[config.mk]
export PLATFORM = sky130hd
export DESIGN_NAME = branch_resolve_unit
export DESIGN_NICKNAME = d
export VERILOG_FILES = /design/src/rtl/branch_pkg.sv /design/src/rtl/branch_cond_eval.sv /design/src/rtl/branch_resolve_unit.sv
export SDC_FILE = /design/constraint.sdc
export NUM_CORES = 1
export LEC_CHECK = 0
export CORE_MARGIN = 8
export CORE_UTILIZATION = 49
export DETAILED_ROUTE_END_ITERATION = 16
export PLACE_DENSITY = 0.88
export SYNTH_ARGS = -nofsm -noshare
export SYNTH_HDL_FRONTEND = slang
export SYNTH_SLANG_ARGS = --single-unit
[constraint.sdc]
create_clock -name clk -period 4.6 [get_ports clk]
set_input_delay 0.69 -clock clk [delete_from_list [all_inputs] [get_ports clk]]
set_output_delay 0.69 -clock clk [all_outputs]
set_load 0.005 [all_outputs]
[src/rtl/branch_pkg.sv]
// branch_pkg: branch type codes and saturating-counter helpers for branch_resolve_unit
package branch_pkg;
  typedef enum logic [2:0] {
    NONE = 3'd0,
    BEQ  = 3'd1,
    BNE  = 3'd2,
    BLT  = 3'd3,
    BGE  = 3'd4,
    BLTU = 3'd5,
    BGEU = 3'd6,
    RSVD = 3'd7
  } branch_type_e;
  typedef logic [3:0] ctr_t;
  function automatic ctr_t ctr_init(input int bits);
    return ctr_t'((1 << (bits - 1)) - 1);
  endfunction
  function automatic ctr_t ctr_next(input ctr_t ctr, input logic taken, input int bits = 2);
    ctr_t top;
    top = ctr_t'((1 << bits) - 1);
    return taken ? ((ctr == top) ? ctr : ctr + 1'b1) : ((ctr == '0) ? ctr : ctr - 1'b1);
  endfunction
endpackage

[src/rtl/branch_cond_eval.sv]
// branch_cond_eval: maps branch type and ALU compare flags to the actual branch direction
module branch_cond_eval
  import branch_pkg::*;
(
  input  branch_type_e br_type,
  input  logic         zero,
  input  logic         neg,
  input  logic         c_out,
  input  logic         over,
  output logic         taken,
  output logic         is_cond
);
  logic lt;
  assign lt = neg ^ over;
  always_comb begin
    taken = br_type == BEQ  ? zero   :
            br_type == BNE  ? !zero  :
            br_type == BLT  ? lt     :
            br_type == BGE  ? !lt    :
            br_type == BLTU ? !c_out :
            br_type == BGEU ? c_out  : 1'b0;
    is_cond = (br_type != NONE) && (br_type != RSVD);
  end
endmodule

[src/rtl/branch_resolve_unit.sv]
// branch_resolve_unit: counter-table branch predictor plus resolution/redirect; BRANCH_STATS_EN adds stat counters
module branch_resolve_unit
  import branch_pkg::*;
#(
  parameter int XLEN        = 32,
  parameter int BHT_ENTRIES = 64,
  parameter int CTR_BITS    = 2
) (
  input  logic            clk,
  input  logic            reset,
  input  logic            flush,
  input  logic            pred_valid,
  input  logic [XLEN-1:0] pred_pc,
  output logic            pred_rsp_valid,
  output logic            pred_taken,
  input  logic            res_valid,
  input  logic [XLEN-1:0] res_pc,
  input  logic [2:0]      res_branch_type,
  input  logic            zero,
  input  logic            neg,
  input  logic            c_out,
  input  logic            over,
  input  logic            res_pred_taken,
  input  logic [XLEN-1:0] res_target,
  output logic            res_rsp_valid,
  output logic            res_taken,
  output logic            mispredict,
`ifdef BRANCH_STATS_EN
  output logic [31:0]     stat_branches,
  output logic [31:0]     stat_mispredicts,
`endif
  output logic [XLEN-1:0] redirect_pc
);
  localparam int IW = $clog2(BHT_ENTRIES);
  logic [CTR_BITS-1:0] bht [BHT_ENTRIES];
  logic [IW-1:0] pidx, ridx;
  logic cond_taken, is_cond, mp, unused_pc;
  assign pidx = pred_pc[IW+1:2];
  assign ridx = res_pc[IW+1:2];
  assign mp = cond_taken ^ res_pred_taken;
  assign unused_pc = ^{pred_pc[XLEN-1:IW+2], pred_pc[1:0]};
  branch_cond_eval u_cond (
    .br_type (branch_type_e'(res_branch_type)),
    .zero    (zero),
    .neg     (neg),
    .c_out   (c_out),
    .over    (over),
    .taken   (cond_taken),
    .is_cond (is_cond)
  );
  // The prediction read below sees the table before this edge's training write.
  always_ff @(posedge clk or posedge reset) begin
    if (reset) begin
      for (int i = 0; i < BHT_ENTRIES; i++) bht[i] <= CTR_BITS'(ctr_init(CTR_BITS));
      pred_rsp_valid <= 1'b0;
      pred_taken     <= 1'b0;
      res_rsp_valid  <= 1'b0;
      res_taken      <= 1'b0;
      mispredict     <= 1'b0;
      redirect_pc    <= '0;
    end else begin
      pred_rsp_valid <= pred_valid && !flush;
      res_rsp_valid  <= res_valid && !flush;
      if (pred_valid) pred_taken <= bht[pidx][CTR_BITS-1];
      if (res_valid) begin
        res_taken   <= cond_taken;
        mispredict  <= mp;
        redirect_pc <= cond_taken ? res_target : res_pc + XLEN'(4);
      end
      if (res_valid && is_cond) bht[ridx] <= CTR_BITS'(ctr_next(ctr_t'(bht[ridx]), cond_taken, CTR_BITS));
    end
  end
`ifdef BRANCH_STATS_EN
  always_ff @(posedge clk or posedge reset) begin
    if (reset) begin
      stat_branches    <= '0;
      stat_mispredicts <= '0;
    end else begin
      if (res_valid && is_cond && stat_branches != '1) stat_branches <= stat_branches + 1'b1;
      if (res_valid && mp && stat_mispredicts != '1) stat_mispredicts <= stat_mispredicts + 1'b1;
    end
  end
`endif
endmodule
==> results.sh, run 1 <==
export IMPL_num_vias=7316
export IMPL_clock_latency_ns=0.44
export IMPL_dpl_cell_area_mm2=0.0107
export IMPL_cts_htree_levels=4
export IMPL_worstSetupEndpointType="flop"
export IMPL_cp_start_kind="input pin"
export IMPL_antenna_found_initial=1
export IMPL_drive_gt1_share_pct=36.2
export IMPL_rsz0062_at_grt="no"
export IMPL_timing_final_ws_setup_ns=1.04
export IMPL_met2WireLength_um=12300
export IMPL_portBuffers=119
export IMPL_synth_ff_type="dfrtp_1"
export IMPL_cts_resized=0
export IMPL_synth_area_leaders="dfrtp_1, mux2_2, dfstp_2, mux4_2, nand2_1"
export IMPL_clock_path_buffers=2
export IMPL_max_freq_ghz=0.281
export IMPL_die_w_um=153
export IMPL_min_period_ns=3.56
export IMPL_clock_skew_ns=0.0125
export IMPL_synth_cells_most_frequent="mux2_2, dfrtp_1, nand2_1, nor2_1, dfstp_2"
export IMPL_synth_edf_count=0
export IMPL_dieHeight_um=153
export IMPL_drv_cap=0
export IMPL_status="finished, final reports clean"
export IMPL_clkSinkCount=165
export IMPL_drt_iter0_drc=634
export IMPL_wl_um=26700
export IMPL_syn_avg_cell_area_um2=11.5
export IMPL_p_per_area_mw_per_mm2=356
export IMPL_finalPower_w=0.00403
export IMPL_pre_cts_slack_ns=0.739
export IMPL_via_per_inst=6.27
export IMPL_leakage_nw=4.67
export IMPL_slew_violations=0
export IMPL_min_delay_path_class="reg -> reg"
export IMPL_grt_start_max_net_pins=115
export IMPL_grt_pass1_wl_um=42400
export IMPL_pin_count=146
export IMPL_cp_required_ns=4.96
export IMPL_hold_viol_final=0
export IMPL_initial_core_util_pct=49.6
export IMPL_grt_pass1_vias=7579
export IMPL_maxSlewHeadroom_pct=50.7
export IMPL_yosys_area_top_type="dfrtp_1"
export IMPL_setup_violations_final=0
export IMPL_wl_met1_um=10200
export IMPL_syn_to_final_growth_pct=22.6
export IMPL_overflow=0
export IMPL_clkTransAtPathRegs_ns=0.07
export IMPL_synth_async_reset_ratio_pct=100
export IMPL_ir_worst_vdd_mv=0.251
export IMPL_worstPathArrival_ns=3.92
export IMPL_fin_crit_sh_pct=77.4
export IMPL_nFillCells=1430
export IMPL_worst_pin_slew_ns=0.738
export IMPL_dieArea_mm2=0.0235
export IMPL_cts_root_buf="clkbuf_16"
export IMPL_nNetsFinal=1029
export IMPL_wl_per_cell_um=22.9
export IMPL_drc=0
export IMPL_wl_met3_um=3010
export IMPL_drtPass1Iterations=5
export IMPL_grt_usage_pct=22.8
export IMPL_drtAntennaViolNets=0
export IMPL_core_mm2=0.0186
export IMPL_crit_fanout=40
export IMPL_cts_setup_buffers=0
export IMPL_syn_nets=913
export IMPL_worstSetupPathType="in -> reg"
export IMPL_synth_cell_types=60
export IMPL_yosysMostFrequentCell="mux2_2"
export IMPL_dpl_hpwl_um=18400
export IMPL_fin_area_mm2=0.0113
export IMPL_gp_congestion=0.907
export IMPL_numCtsBuffers=17
export IMPL_ys_ff_latch=165
export IMPL_num_rows=50
export IMPL_postSynthCellCount=803
export IMPL_yosysTopAreaCellShare_pct=27.3
export IMPL_synth_warnings=0
export IMPL_top_layer="met5"
export IMPL_netlist_area_mm2=0.00925
export IMPL_cts_hold_buf=0
export IMPL_ys_seq_area_share_pct=45.5
export IMPL_cts_tree="yes"
export IMPL_antenna_cells=0
export IMPL_tns_ns=0
## worst max-delay path: stages
cell,delay [ns]
buf_2,0.50
buf_4,0.31
nor2b_1,0.07
a221oi_1,0.36
o22ai_1,0.16
a311o_1,0.34
or4_1,0.54
maj3_2,0.33
buf_4,0.27
mux2_2,0.34
## registers in the layout, indices dropped and copies added, names as in the netlist
register / cells
bht: 128
pred_rsp_valid: 1
mispredict: 1
pred_taken: 1
res_taken: 1
redirect_pc: 32
res_rsp_valid: 1
## per-stage QoR
step	hold WS (ns)	utilization, %	instances
CTS	0.510	60.8	1166
detailed placement	0.495	57.5	1134
floorplan	0.488	-	803
finish	0.507	60.8	1166
global placement	0.488	57.5	1134
global route	0.520	60.8	1166
## cell families after synthesis
kind of cell | share of synthesized area, %
AO/OA/AOI/OAI | 6.41
flip-flops | 45.5
adder cells (fa/ha/maj) | 0.257
buffers and inverters | 3.25
XOR/XNOR | 2.84
AND/OR/NAND/NOR | 11.6
multiplexers | 30.1
## layout by cell type, fill, tap and decap left out, types with 4 or more instances in the layout
cell and count:
mux2_2 169, clkdlybuf4s50_1 115, dfrtp_1 101, nand2_1 80
nor2_1 74, dfstp_2 64, o21ai_0 33, mux4_2 30
buf_4 28, nand3_1 23, mux2i_1 19, xnor2_1 18
clkbuf_16 17, a21oi_1 12, xor2_1 12, inv_1 10
nor2b_1 10, and3_1 8, nor3_1 6, a22oi_1 5
nor4_1 5, inv_6 5, nand3b_1 4, a31oi_1 4
a221oi_1 4, a211oi_1 4, nand4_1 4, buf_2 4
## path summary, 6_finish.rpt
| kind | depth (start not counted) | endpoint | slack, ns | start |
|---|---|---|---|---|
| max | 10 | bht[102] | 1.04 | res_pc[3] |
| max in group asynchronous | 3 | redirect_pc[16] | 3.30 | reset |
| min | 1 | redirect_pc[24] | 0.51 | redirect_pc[24] |
| max reg2reg | 8 | bht[102] | 1.47 | bht[57] |
| min in group asynchronous | 3 | pred_rsp_valid | 0.75 | reset |
| min reg2reg | 1 | redirect_pc[24] | 0.51 | redirect_pc[24] |
## layer usage
| metal | vias to the layer above | track usage [%] |
|---|---|---|
| li1 | 3142 | - |
| met1 | 3613 | 26.9 |
| met2 | 446 | 36.0 |
| met3 | 113 | 8.09 |
| met4 | 2 | 12.8 |
| met5 | - | 0 |
## power by group
| part | leakage [nW] | switching, W | internal, W |
|---|---|---|---|
| registers | 1.99 | 0.0000949 | 0.00166 |
| logic | 2.38 | 0.000357 | 0.000398 |
| clock network | 0.304 | 0.000626 | 0.000896 |
## area by class of cell
cell class | count | area, um^2 | share of cell area [%]
clock inverter | 12 | 166 | 1.47
tap | 234 | 293 | 2.58
timing repair buffer | 149 | 1420 | 12.5
multi-input combinational | 575 | 4750 | 41.9
inverter | 11 | 45.0 | 0.397
clock buffer | 20 | 457 | 4.03
sequential | 165 | 4210 | 37.1
No activity file was read; power rests on OpenSTA's default activity.
==> run 2, diff against run 1 <==
Settings changed: CORE_UTILIZATION 49 to 55, PLACE_DENSITY 0.88 to 0.92.
Clock period 4.6 ns to 3.4 ns, I/O delays scaled along.
==> run 2 against run 1 <==
  * Sequential share of layout area shrank 0.79 points
  * Largest cell class unchanged
  * Highest routed layer is now met4
  * Core utilization is 9.3 points higher
  * Global-route usage increased by 2.5 points
  * Combinational power rose by 42%
  * Worst setup slack lost 0.71 ns
  * Critical endpoint is now bht[75]
  * Clock power grew 22%
  * Sequential cell count did not move
  * Register-to-register slack worse by 1.0 ns
  * Clock skew fell by 0.0023 ns
==> results.sh, run 2 (same netlist as run 1, synthesis figures left out) <==
export IMPL_portBuffers=119
export IMPL_numCtsBuffers=17
export IMPL_clock_latency_ns=0.43
export IMPL_dp_cells=1151
export IMPL_p_per_area_mw_per_mm2=459
export IMPL_cts_root_buf="clkbuf_16"
export IMPL_clock_path_buffers=2
export IMPL_grt_pass1_wl_um=42500
export IMPL_antenna_cells=0
export IMPL_endpoint="bht[75]"
export IMPL_worstSetupPathType="in -> reg"
export IMPL_reg2reg_to="bht[40]"
export IMPL_crit_fanout=39
export IMPL_crit_start="res_pc[2]"
export IMPL_wl_per_cell_um=22.6
export IMPL_drv_cap=0
export IMPL_setup_violations_final=0
export IMPL_rsz0062_at_grt="no"
export IMPL_nNetsFinal=1060
export IMPL_rr_worst_depth=8
export IMPL_cp_required_ns=3.72
export IMPL_slew_violations=0
export IMPL_num_rows=47
export IMPL_syn_to_final_growth_pct=25.3
export IMPL_fin_crit_sh_pct=90.2
export IMPL_fin_cells=1183
export IMPL_critPathSlowestCell="a2111oi_0"
export IMPL_reg2reg_from="bht[59]"
export IMPL_wl_um=26700
export IMPL_pin_count=146
export IMPL_worst_pin_slew_ns=1.02
export IMPL_grt_start_max_net_pins=47
export IMPL_reg2reg_setup_slack_ns=0.43
export IMPL_drtAntennaViolNets=0
export IMPL_cts_hold_buf=0
export IMPL_min_period_ns=3.07
export IMPL_via_per_inst=6.18
export IMPL_worstPathArrival_ns=3.39
export IMPL_cts_resized=0
export IMPL_dieArea_mm2=0.0212
export IMPL_hold_viol_final=0
export IMPL_overflow=0
export IMPL_dieHeight_um=146
export IMPL_largest_reg_flops=128
export IMPL_min_delay_path_class="reg -> reg"
export IMPL_reg_top3="bht (128), redirect_pc (32)"
export IMPL_gp_congestion=0.917
export IMPL_maxSlewHeadroom_pct=32.0
export IMPL_max_freq_ghz=0.326
export IMPL_final_cell_mix="mux2_2, clkdlybuf4s50_1, dfrtp_1, nand2_1, nor2_1"
export IMPL_nFillCells=1076
export IMPL_slowest_delay_ns=0.56
export IMPL_mostFrequentLayoutCell="mux2_2"
export IMPL_drtPass1Iterations=5
export IMPL_num_vias=7310
export IMPL_antenna_found_initial=0
export IMPL_dpl_hpwl_um=19100
export IMPL_cts_htree_levels=4
export IMPL_drc=0
export IMPL_clkTransAtPathRegs_ns=0.07
export IMPL_clock_skew_ns=0.0102
export IMPL_worstSetupEndpointType="flop"
export IMPL_top_register="bht"
export IMPL_leakage_nw=4.83
export IMPL_hold_path_depth=1
export IMPL_path_cells="buf_2 -> buf_12 -> mux2_2 -> a32o_1 -> a2111oi_0 -> buf_4 -> a311oi_1 -> nor4_1 -> buf_4 -> a21oi_4 -> buf_12 -> mux2_2"
export IMPL_die_w_um=146
export IMPL_core_mm2=0.0165
export IMPL_drive_gt1_share_pct=38.3
export IMPL_cts_setup_buffers=0
export IMPL_ir_worst_vdd_mv=0.390
export IMPL_cts_tree="yes"
export IMPL_status="finished, final reports clean"
export IMPL_grt_pass1_vias=7678
export IMPL_utilization_pct=70.1
export IMPL_initial_core_util_pct=56.0
export IMPL_clkSinkCount=165
export IMPL_grt_usage_pct=25.3
export IMPL_drt_iter0_drc=823
export IMPL_cp_start_kind="input pin"
==> run 2: report_power, final <==
part	internal (W)	leakage [nW]	switching [W]
Sequential	0.00225	1.99	0.000131
Combinational	0.000584	2.56	0.000491
Clock	0.00103	0.277	0.000832
Total	0.00386	4.83	0.00145
==> run 2: area by class of cell <==
cell class                      instances  area [um^2]  share of cell area [%]
Clock inverter                         14          126                    1.09
Tap cell                              220          275                    2.38
Inverter                               11         45.0                   0.389
Multi-Input combinational cell        575         4750                    41.0
Clock buffer                           18          439                    3.79
Timing Repair Buffer                  180         1740                    15.0
Sequential cell                       165         4210                    36.3
==> run 2: worst min-delay path by stage <==
stage                          from         endpoint  slack, ns
global placement          res_taken        res_taken       0.49
finish              redirect_pc[14]  redirect_pc[14]       0.51
floorplan                  bht[115]         bht[115]       0.49
detailed placement  redirect_pc[18]  redirect_pc[18]       0.49
CTS                 redirect_pc[18]  redirect_pc[18]       0.51
global route        redirect_pc[14]  redirect_pc[14]       0.52
==> run 2: layer usage <==
metal  GRT usage, %  vias to the layer above  part of all wire [%]
li1               -                     3208                     -
met1           31.6                     3589                    40
met2           41.1                      422                    47
met5              0                        -                     0
met4           11.6                        0                   4.0
met3           6.00                       91                   9.5
==> run 2: through the flow <==
step	total power (W)	hold WS [ns]	setup TNS, ns	instance area [um^2]	setup slack (ns)
5_1_grt	0.00551	0.521	0	11600	0.269
4_1_cts	0.00534	0.511	0	11600	0.409
2_1_floorplan	0.00294	0.488	0	9250	0.139
6_report	0.00532	0.505	0	11600	0.332
3_3_place_gp	0.00342	0.489	-1.18	11000	-0.0353
3_5_place_dp	0.00347	0.495	0	11000	0.0128
==> run 2: critical path, delay by kind of cell <==
kind                   cells  cell delay, ns
buffers and inverters      5            0.97
multiplexers               2            0.64
AND/OR/NAND/NOR            1            0.35
AO/OA/AOI/OAI              4            0.89
==> run 3, diff against run 2 <==
Settings changed: ABC_CLOCK_PERIOD_IN_PS from default to 3400.
==> results of run 3 <==
No change in the layout: final DEF, timing and power equal those of run 2.
